File: src/rtl/apu_pkg.sv
// Shared definitions for the APU write path.
//   - arb_state_e : arbiter state, also the encoding of the 'owner' output
//                   (0 none, 1 host, 2 sequencer)
//   - REG_P*_LO/HI: period low/high register indices for pulse 1 and pulse 2
//   - BURST_MAX_DEFAULT: default cap on writes per locked burst
package apu_pkg;

  typedef enum logic [1:0] {
    StIdle      = 2'd0,
    StHostBurst = 2'd1,
    StSeqBurst  = 2'd2
  } arb_state_e;

  localparam logic [2:0] REG_P1_LO = 3'd2;
  localparam logic [2:0] REG_P1_HI = 3'd3;
  localparam logic [2:0] REG_P2_LO = 3'd6;
  localparam logic [2:0] REG_P2_HI = 3'd7;

  localparam int unsigned BURST_MAX_DEFAULT = 4;

endpackage

File: src/rtl/apu_regfile.sv
// APU register file: eight committed 8-bit registers, two period-low shadows
// and the pulse restart strobes.
//   clk, reset          : clock, synchronous active-high reset
//   wr_en/addr/data     : one granted write per cycle
//   apu_reg_0..7        : committed registers
//   p1_restart/p2_restart : one-cycle strobe after a reg 3 / reg 7 write
module apu_regfile
  import apu_pkg::*;
(
  input  logic       clk,
  input  logic       reset,
  input  logic       wr_en,
  input  logic [2:0] wr_addr,
  input  logic [7:0] wr_data,
  output logic [7:0] apu_reg_0,
  output logic [7:0] apu_reg_1,
  output logic [7:0] apu_reg_2,
  output logic [7:0] apu_reg_3,
  output logic [7:0] apu_reg_4,
  output logic [7:0] apu_reg_5,
  output logic [7:0] apu_reg_6,
  output logic [7:0] apu_reg_7,
  output logic       p1_restart,
  output logic       p2_restart
);

  logic [7:0] regs_q [8];
  logic [7:0] regs_d [8];
  logic [7:0] shadow_lo1_q, shadow_lo1_d;
  logic [7:0] shadow_lo2_q, shadow_lo2_d;
  logic       p1_restart_q, p1_restart_d;
  logic       p2_restart_q, p2_restart_d;

  always_comb begin
    regs_d       = regs_q;
    shadow_lo1_d = shadow_lo1_q;
    shadow_lo2_d = shadow_lo2_q;
    p1_restart_d = 1'b0;
    p2_restart_d = 1'b0;
    if (wr_en) begin
      case (wr_addr)
        // Period-low writes are staged so the 11-bit period changes atomically.
        REG_P1_LO: shadow_lo1_d = wr_data;
        REG_P2_LO: shadow_lo2_d = wr_data;
        REG_P1_HI: begin
          regs_d[REG_P1_HI] = wr_data;
          regs_d[REG_P1_LO] = shadow_lo1_q;
          p1_restart_d      = 1'b1;
        end
        REG_P2_HI: begin
          regs_d[REG_P2_HI] = wr_data;
          regs_d[REG_P2_LO] = shadow_lo2_q;
          p2_restart_d      = 1'b1;
        end
        default: regs_d[wr_addr] = wr_data;
      endcase
    end
  end

  always_ff @(posedge clk) begin
    if (reset) begin
      for (int i = 0; i < 8; i++) regs_q[i] <= 8'h00;
      shadow_lo1_q <= 8'h00;
      shadow_lo2_q <= 8'h00;
      p1_restart_q <= 1'b0;
      p2_restart_q <= 1'b0;
    end else begin
      regs_q       <= regs_d;
      shadow_lo1_q <= shadow_lo1_d;
      shadow_lo2_q <= shadow_lo2_d;
      p1_restart_q <= p1_restart_d;
      p2_restart_q <= p2_restart_d;
    end
  end

  assign apu_reg_0  = regs_q[0];
  assign apu_reg_1  = regs_q[1];
  assign apu_reg_2  = regs_q[2];
  assign apu_reg_3  = regs_q[3];
  assign apu_reg_4  = regs_q[4];
  assign apu_reg_5  = regs_q[5];
  assign apu_reg_6  = regs_q[6];
  assign apu_reg_7  = regs_q[7];
  assign p1_restart = p1_restart_q;
  assign p2_restart = p2_restart_q;

endmodule

File: src/rtl/apu_write_arbiter.sv
// Arbitrates APU register writes between the serial host decoder and the
// sequencer, with optional locked bursts capped at BURST_MAX writes.
//   clk, reset                         : clock, synchronous active-high reset
//   host_valid/lock/addr/data, host_ready : host request set and grant
//   seq_valid/lock/addr/data,  seq_ready  : sequencer request set and grant
//   apu_reg_0..7, p1/p2_restart        : committed registers and restart strobes
//   owner                              : 0 none, 1 host, 2 sequencer
module apu_write_arbiter
  import apu_pkg::*;
#(
  parameter int unsigned BURST_MAX = BURST_MAX_DEFAULT
) (
  input  logic       clk,
  input  logic       reset,
  input  logic       host_valid,
  input  logic       host_lock,
  input  logic [2:0] host_addr,
  input  logic [7:0] host_data,
  output logic       host_ready,
  input  logic       seq_valid,
  input  logic       seq_lock,
  input  logic [2:0] seq_addr,
  input  logic [7:0] seq_data,
  output logic       seq_ready,
  output logic [7:0] apu_reg_0,
  output logic [7:0] apu_reg_1,
  output logic [7:0] apu_reg_2,
  output logic [7:0] apu_reg_3,
  output logic [7:0] apu_reg_4,
  output logic [7:0] apu_reg_5,
  output logic [7:0] apu_reg_6,
  output logic [7:0] apu_reg_7,
  output logic       p1_restart,
  output logic       p2_restart,
  output logic [1:0] owner
);

  localparam int unsigned CntW = $clog2(BURST_MAX + 1);

  arb_state_e    state_q, state_d;
  logic [CntW-1:0] cnt_q, cnt_d;
  logic          rr_host_last_q, rr_host_last_d;
  logic          host_acc, seq_acc;
  logic          burst_full;
  logic          wr_en;
  logic [2:0]    wr_addr;
  logic [7:0]    wr_data;

  // True when the write accepted this cycle would be the last one allowed.
  assign burst_full = (cnt_q + CntW'(1)) >= CntW'(BURST_MAX);

  always_comb begin
    state_d        = state_q;
    cnt_d          = cnt_q;
    rr_host_last_d = rr_host_last_q;
    host_ready     = 1'b0;
    seq_ready      = 1'b0;

    // Grants depend only on state, valids and the round-robin flop.
    unique case (state_q)
      StIdle: begin
        if (host_valid && (!seq_valid || !rr_host_last_q)) host_ready = 1'b1;
        else if (seq_valid)                                seq_ready  = 1'b1;
      end
      StHostBurst: host_ready = 1'b1;
      StSeqBurst:  seq_ready  = 1'b1;
      default: ;
    endcase
    if (reset) begin
      host_ready = 1'b0;
      seq_ready  = 1'b0;
    end

    host_acc = host_valid && host_ready;
    seq_acc  = seq_valid && seq_ready;

    // Every accept updates the pointer, so a forced release favours the other side.
    if (host_acc) rr_host_last_d = 1'b1;
    if (seq_acc)  rr_host_last_d = 1'b0;

    unique case (state_q)
      StIdle: begin
        cnt_d = '0;
        if (BURST_MAX > 1) begin
          if (host_acc && host_lock) begin
            state_d = StHostBurst;
            cnt_d   = CntW'(1);
          end else if (seq_acc && seq_lock) begin
            state_d = StSeqBurst;
            cnt_d   = CntW'(1);
          end
        end
      end
      StHostBurst: begin
        if (!host_lock || (host_acc && burst_full)) begin
          state_d = StIdle;
          cnt_d   = '0;
        end else if (host_acc) begin
          cnt_d = cnt_q + CntW'(1);
        end
      end
      StSeqBurst: begin
        if (!seq_lock || (seq_acc && burst_full)) begin
          state_d = StIdle;
          cnt_d   = '0;
        end else if (seq_acc) begin
          cnt_d = cnt_q + CntW'(1);
        end
      end
      default: begin
        state_d = StIdle;
        cnt_d   = '0;
      end
    endcase
  end

  always_ff @(posedge clk) begin
    if (reset) begin
      state_q        <= StIdle;
      cnt_q          <= '0;
      rr_host_last_q <= 1'b0;
    end else begin
      state_q        <= state_d;
      cnt_q          <= cnt_d;
      rr_host_last_q <= rr_host_last_d;
    end
  end

  assign owner   = state_q;
  assign wr_en   = host_acc || seq_acc;
  assign wr_addr = host_acc ? host_addr : seq_addr;
  assign wr_data = host_acc ? host_data : seq_data;

  apu_regfile u_regfile (
    .clk        (clk),
    .reset      (reset),
    .wr_en      (wr_en),
    .wr_addr    (wr_addr),
    .wr_data    (wr_data),
    .apu_reg_0  (apu_reg_0),
    .apu_reg_1  (apu_reg_1),
    .apu_reg_2  (apu_reg_2),
    .apu_reg_3  (apu_reg_3),
    .apu_reg_4  (apu_reg_4),
    .apu_reg_5  (apu_reg_5),
    .apu_reg_6  (apu_reg_6),
    .apu_reg_7  (apu_reg_7),
    .p1_restart (p1_restart),
    .p2_restart (p2_restart)
  );

endmodule
File: config.mk
export PLATFORM = sky130hd
export DESIGN_NAME = apu_write_arbiter
export DESIGN_NICKNAME = d
export VERILOG_FILES = /design/src/rtl/apu_pkg.sv /design/src/rtl/apu_regfile.sv /design/src/rtl/apu_write_arbiter.sv
export SDC_FILE = /design/constraint.sdc
export NUM_CORES = 1
export LEC_CHECK = 0
export CORE_ASPECT_RATIO = 1.1
export CORE_MARGIN = 5
export CORE_UTILIZATION = 50
export CTS_BUF_LIST = sky130_fd_sc_hd__clkbuf_4 sky130_fd_sc_hd__clkbuf_8
export CTS_CLUSTER_SIZE = 20
export DETAILED_ROUTE_END_ITERATION = 10
export MAX_ROUTING_LAYER = met4
export PLACE_DENSITY = 0.81
export RECOVER_POWER = 25
export SLEW_MARGIN = 40
export SYNTH_ARGS = -nofsm -noshare
export SYNTH_HDL_FRONTEND = slang
export SYNTH_SLANG_ARGS = --single-unit
File: constraint.sdc
create_clock -name clk -period 7.4 [get_ports clk]
set_input_delay 2.22 -clock clk [delete_from_list [all_inputs] [get_ports clk]]
set_output_delay 2.22 -clock clk [all_outputs]
set_load 0.01 [all_outputs]
-- After elaboration in Yosys (flattened, before gate mapping)
Index checks and enable logic that the tools add are counted.
- flip-flop bits (word level): 88
- logic and storage cells: 92
- output and inout bits: 70
- bitwise operators: 5
- reductions and logical operators: 29
- add/subtract/negate cells: 1
- eq/ne operators: 11
- magnitude comparators: 3
- muxes and demuxes: 28
- operator list (cell ; count):
    64-bit bitwise mux ; 1
    16-bit one-hot mux with 2 select lines ; 2
    8-bit demux with 3-bit select ; 1
    8-bit two-way mux ; 2
    3-bit two-way mux ; 5
    2-bit AND reduction ; 6
    1-bit two-way mux ; 9
    3-bit inequality test, second input constant ; 3
    3-bit one-hot mux with 3 select lines ; 1
    1-bit logical AND ; 8
    2-bit two-way mux ; 4
    3-bit by 2-bit == test with 1-bit output, second input constant ; 2
    3-bit == test, second input constant ; 2
    2-bit one-hot mux with 3 select lines ; 1
    3-bit OR reduction ; 2
    4-bit >= comparator, second input constant ; 1
    1-bit logical NOT ; 4
    1-bit logical OR ; 4
    4-bit by 1-bit < comparator with 1-bit output, second input constant ; 1
    2-bit inequality test, second input constant ; 2
    1-bit inverter ; 4
    3-bit inverter with 4-bit output ; 1
    1-bit one-hot mux with 2 select lines ; 2
    2-bit OR reduction ; 2
    7 further kinds ; 7

-- Depth between registers and ports, before layout
- depth in word-level cells: 15
- depth in mapped cells: 7
- depth with buffers taken out: 5

-- Hierarchy
A second synthesis with hierarchy kept.
- cells, all modules: 353
- area, all modules: 3791.1 µm²
- by module, submodules not included (module ; cells each ; seq. area each (µm²) ; instances ; area each (µm²)):
    apu_regfile ; 295 ; 1641.6 ; 1 ; 3255.6
    apu_write_arbiter ; 58 ; 120.1 ; 1 ; 535.5

-- Worst setup path before layout
No wires, ideal clock.
- path type: input to output
- start point: input reset
- end point: output host_ready
- stages: 4
- path buffers: 3
- data arrival time: 3.163 ns
- setup slack: 2.017 ns
- cells stage by stage: clkbuf_1 buf_1 clkbuf_1 nor3_1
- longest elaborated chain between the ends: 1
- RTL lines (item ; line ; source):
    start, declared ; apu_write_arbiter.sv:14 ; input logic reset,
    1-bit two-way mux ; apu_write_arbiter.sv:69 ; if (reset) begin
    end, declared ; apu_write_arbiter.sv:19 ; output logic host_ready,
Every way passes these cells.

-- Worst setup path after layout
- start point: input host_valid
- end point: output seq_ready
- longest elaborated chain between the ends: 4
- RTL lines (item ; line ; source):
    start, declared ; apu_write_arbiter.sv:15 ; input logic host_valid,
    1-bit logical AND ; apu_write_arbiter.sv:62 ; if (host_valid && (!seq_valid || !rr_host_last_q)) host_ready = 1'b1;
    1-bit two-way mux ; apu_write_arbiter.sv:62 ;
    1-bit one-hot mux with 2 select lines ; apu_write_arbiter.sv:60 ; unique case (state_q)
    1-bit two-way mux ; apu_write_arbiter.sv:69 ;
    end, declared ; apu_write_arbiter.sv:24 ; output logic seq_ready,
Every way passes these cells.

==> impl_metrics.env <==
export IMPL_status="finished, final reports clean"
export IMPL_cts_repair_resize_count=0
export IMPL_final_antenna_net_count=0
export IMPL_number_of_antenna_violations_at_the_first_check_in_global_routing=0
export IMPL_detail_route_drc_violations=0
export IMPL_unrepaired_setup_endpoints_after_global_routing="false"
export IMPL_netlist_top_cells_area="sky130_fd_sc_hd__dfxtp_1 46%, sky130_fd_sc_hd__mux2_2 21%, sky130_fd_sc_hd__nor2b_1 13%"
export IMPL_layout_nets=470
export IMPL_synth_lib_cells_used_distinct=39
export IMPL_cts_made_buffers=9
export IMPL_maxcap_viol_count=0
export IMPL_timing_final_setup_violations=0
export IMPL_setup_worst_path_start_class="input port"
export IMPL_viasPerCell=5.30
export IMPL_syn_inst=353
export IMPL_design_die_area_mm2=0.00959
export IMPL_largest_area_contributor_in_the_netlist="sky130_fd_sc_hd__dfxtp_1"
export IMPL_finalNonFillerCells=550
export IMPL_crit_arrival_ps=3780
export IMPL_total_leakage_power_nw=2.09
export IMPL_slew_violations=0
export IMPL_register_bit_count_reported_by_yosys=88
export IMPL_placement_io_buffers=97
export IMPL_timing_final_crit_period_ps=6000
export IMPL_cts_root_buf="sky130_fd_sc_hd__clkbuf_8"
export IMPL_synth_avg_cell_area_um2=11.0
export IMPL_critical_path_endpoint_type="primary output"
export IMPL_ctsLongestPathBuffers=2
export IMPL_worst_pin_slew_ps=1160
export IMPL_via_count=2916
export IMPL_finalCritPeriodShare=0.810
export IMPL_start_util=0.514
export IMPL_grt_first_pass_wirelength_um=14700
export IMPL_hold_viol_final=0
export IMPL_pwr_density_cell_mw_per_mm2=187
export IMPL_timing_hold_worst_class="flop to flop"
export IMPL_dr_pass1_iters=4
export IMPL_worstPathMaxFanout=7
export IMPL_globalplace_congestion=0.877
export IMPL_routed_wire_length_per_instance_um=17.1
export IMPL_drtIter0Drc=130
export IMPL_grt_ovfl_total=0
export IMPL_yosysWarnings=0
export IMPL_post_synth_arst_share=0
export IMPL_die_width_um=93.8
export IMPL_grt_start_max_net_pins=103
export IMPL_final_fill_count=613
export IMPL_netlist_area_leader_share=0.456
export IMPL_floorplan_core_area_mm2=0.00751
export IMPL_antenna_cells=0
export IMPL_seq_area_frac_synth=0.456
export IMPL_drt_wirelength_um=9390
export IMPL_path_clk_slew_ps=90
export IMPL_timing_setup_tns_ps=0
export IMPL_required_ps=5180
export IMPL_most_common_cell_after_layout_fill_and_taps_aside="sky130_fd_sc_hd__dfxtp_1"
export IMPL_post_place_cells=535
export IMPL_place_hpwl_um=6210
export IMPL_later_pin_clock_latency_in_the_skew_report_ps=350
export IMPL_first_global_vias=2868
export IMPL_synth_edf_count=0
export IMPL_row_count=33
export IMPL_area_delta_synth_final_pct=32.6
export IMPL_top_level_ports=98
export IMPL_tritoncts="built"
export IMPL_max_freq_mhz=167
export IMPL_dominantRegCellSynth="sky130_fd_sc_hd__dfxtp_1"
export IMPL_globalRouteTotalUtil=0.204
export IMPL_cts_hold_fix_buffers=0
export IMPL_synth_nets=382
export IMPL_ctsHtreeMaxLevel=3
export IMPL_post_cts_setup_buffer_count=0
export IMPL_max_slew_margin_rel=0.222
export IMPL_power_mw=0.958
export IMPL_clock_sinks=88
export IMPL_dieHeight_um=102
export IMPL_synth_cell_area_mm2=0.00387
export IMPL_ir_drop_mv=0.107
export IMPL_proportion_of_layout_cells_with_a_drive_suffix_above_1=0.252
export IMPL_timing_setup_critical_path_class="input port to primary output"
export IMPL_layout_common_cells="88 x sky130_fd_sc_hd__dfxtp_1, 82 x sky130_fd_sc_hd__nor2b_1, 72 x sky130_fd_sc_hd__mux2_2, 58 x sky130_fd_sc_hd__clkdlybuf4s50_1, 38 x sky130_fd_sc_hd__dlygate4sd3_1"
export IMPL_fin_worst_hold_slack_ps=477
export IMPL_final_setup_skew_ps=8.37
-- final cells by class --
cell class / instances / area [µm²] / area share
multi-input cells: 245 / 2040 / 0.399
flip-flops and latches: 88 / 1760 / 0.344
repair buffers: 97 / 972 / 0.190
well taps: 105 / 131 / 0.0256
clock buffers: 9 / 124 / 0.0242
clock inverters: 6 / 92.6 / 0.0181
-- final timing paths --
kind                             startpoint                     end  slack [ps]  depth (start not counted)
setup / recovery                 host_valid               seq_ready        1400                          5
hold / removal    u_regfile.shadow_lo1_q[6]  u_regfile.apu_reg_2[6]         480                          1
setup reg to reg                   owner[1]  u_regfile.apu_reg_2[2]        4280                          4
hold reg to reg   u_regfile.shadow_lo1_q[6]  u_regfile.apu_reg_2[6]         480                          1
-- through the flow --
| stage | cell area [µm²] | util | worst slack [ps] |
|---|---|---|---|
| after floorplan | 3870 | - | 2020 |
| after global placement | 4870 | 0.648 | 1440 |
| after detailed placement | 4910 | 0.654 | 1420 |
| after CTS | 5130 | 0.682 | 1410 |
| after global routing | 5130 | 0.682 | 1370 |
| final | 5130 | 0.682 | 1400 |
-- Yosys cell counts (2+ instances only) --
master                     instances
sky130_fd_sc_hd__a211oi_1          2
sky130_fd_sc_hd__a21oi_1          13
sky130_fd_sc_hd__buf_6             3
sky130_fd_sc_hd__clkbuf_1         14
sky130_fd_sc_hd__clkbuf_2          2
sky130_fd_sc_hd__dfxtp_1          88
sky130_fd_sc_hd__mux2_2           72
sky130_fd_sc_hd__mux2_4            8
sky130_fd_sc_hd__nand2_1           6
sky130_fd_sc_hd__nand2b_1          6
sky130_fd_sc_hd__nand3_1          10
sky130_fd_sc_hd__nand3b_1          2
sky130_fd_sc_hd__nor2_1            3
sky130_fd_sc_hd__nor2b_1          82
sky130_fd_sc_hd__nor3_1            3
sky130_fd_sc_hd__nor3b_1           4
sky130_fd_sc_hd__o21ai_0           9
sky130_fd_sc_hd__o22ai_2           5
-- flip-flops by register name, summed over array words and instances, names as in the netlist, 2 cells and up --
name and count:
u_regfile.shadow_lo2_q 8, owner 2, u_regfile.apu_reg_0 8, cnt_q 3, u_regfile.shadow_lo1_q 8, u_regfile.apu_reg_7 8, u_regfile.apu_reg_6 8, u_regfile.apu_reg_3 8
u_regfile.apu_reg_4 8, u_regfile.apu_reg_1 8, u_regfile.apu_reg_2 8, u_regfile.apu_reg_5 8
-- worst max-delay path, stage by stage --
cell                              delay [ps]
sky130_fd_sc_hd__clkdlybuf4s50_1         570
sky130_fd_sc_hd__or2b_1                  270
sky130_fd_sc_hd__a21oi_1                 150
sky130_fd_sc_hd__nor3_1                   60
sky130_fd_sc_hd__clkdlybuf4s50_1         510
-- per-layer routing --
metal | global-route usage | share of wire | up-vias
li1 | - | - | 1404
met3 | 0.0449 | 0.062 | 17
met4 | 0.0833 | 0.021 | 0
met2 | 0.308 | 0.46 | 95
met5 | - | 0 | -
met1 | 0.266 | 0.45 | 1400
-- kinds of logic (layout without fill, tap and decap cells) --
family | Yosys count | after routing | share of synthesized area
muxes | 80 | 80 | 0.241
buffers and inverters | 20 | 112 | 0.0259
and+or+nand+nor | 126 | 126 | 0.201
AOI/OAI and AO/OA | 37 | 37 | 0.0715
xor gates and xnor gates | 1 | 1 | 0.00227
adders and majority gates | 1 | 1 | 0.00324
DFF | 88 | 88 | 0.456
-- power by group --
group	switching (mW)	internal, mW	leakage [nW]
clock network	0.175	0.191	0.108
logic	0.0526	0.0481	1.28
registers	0.00730	0.483	0.711
Power figures use the tool's default switching activity.
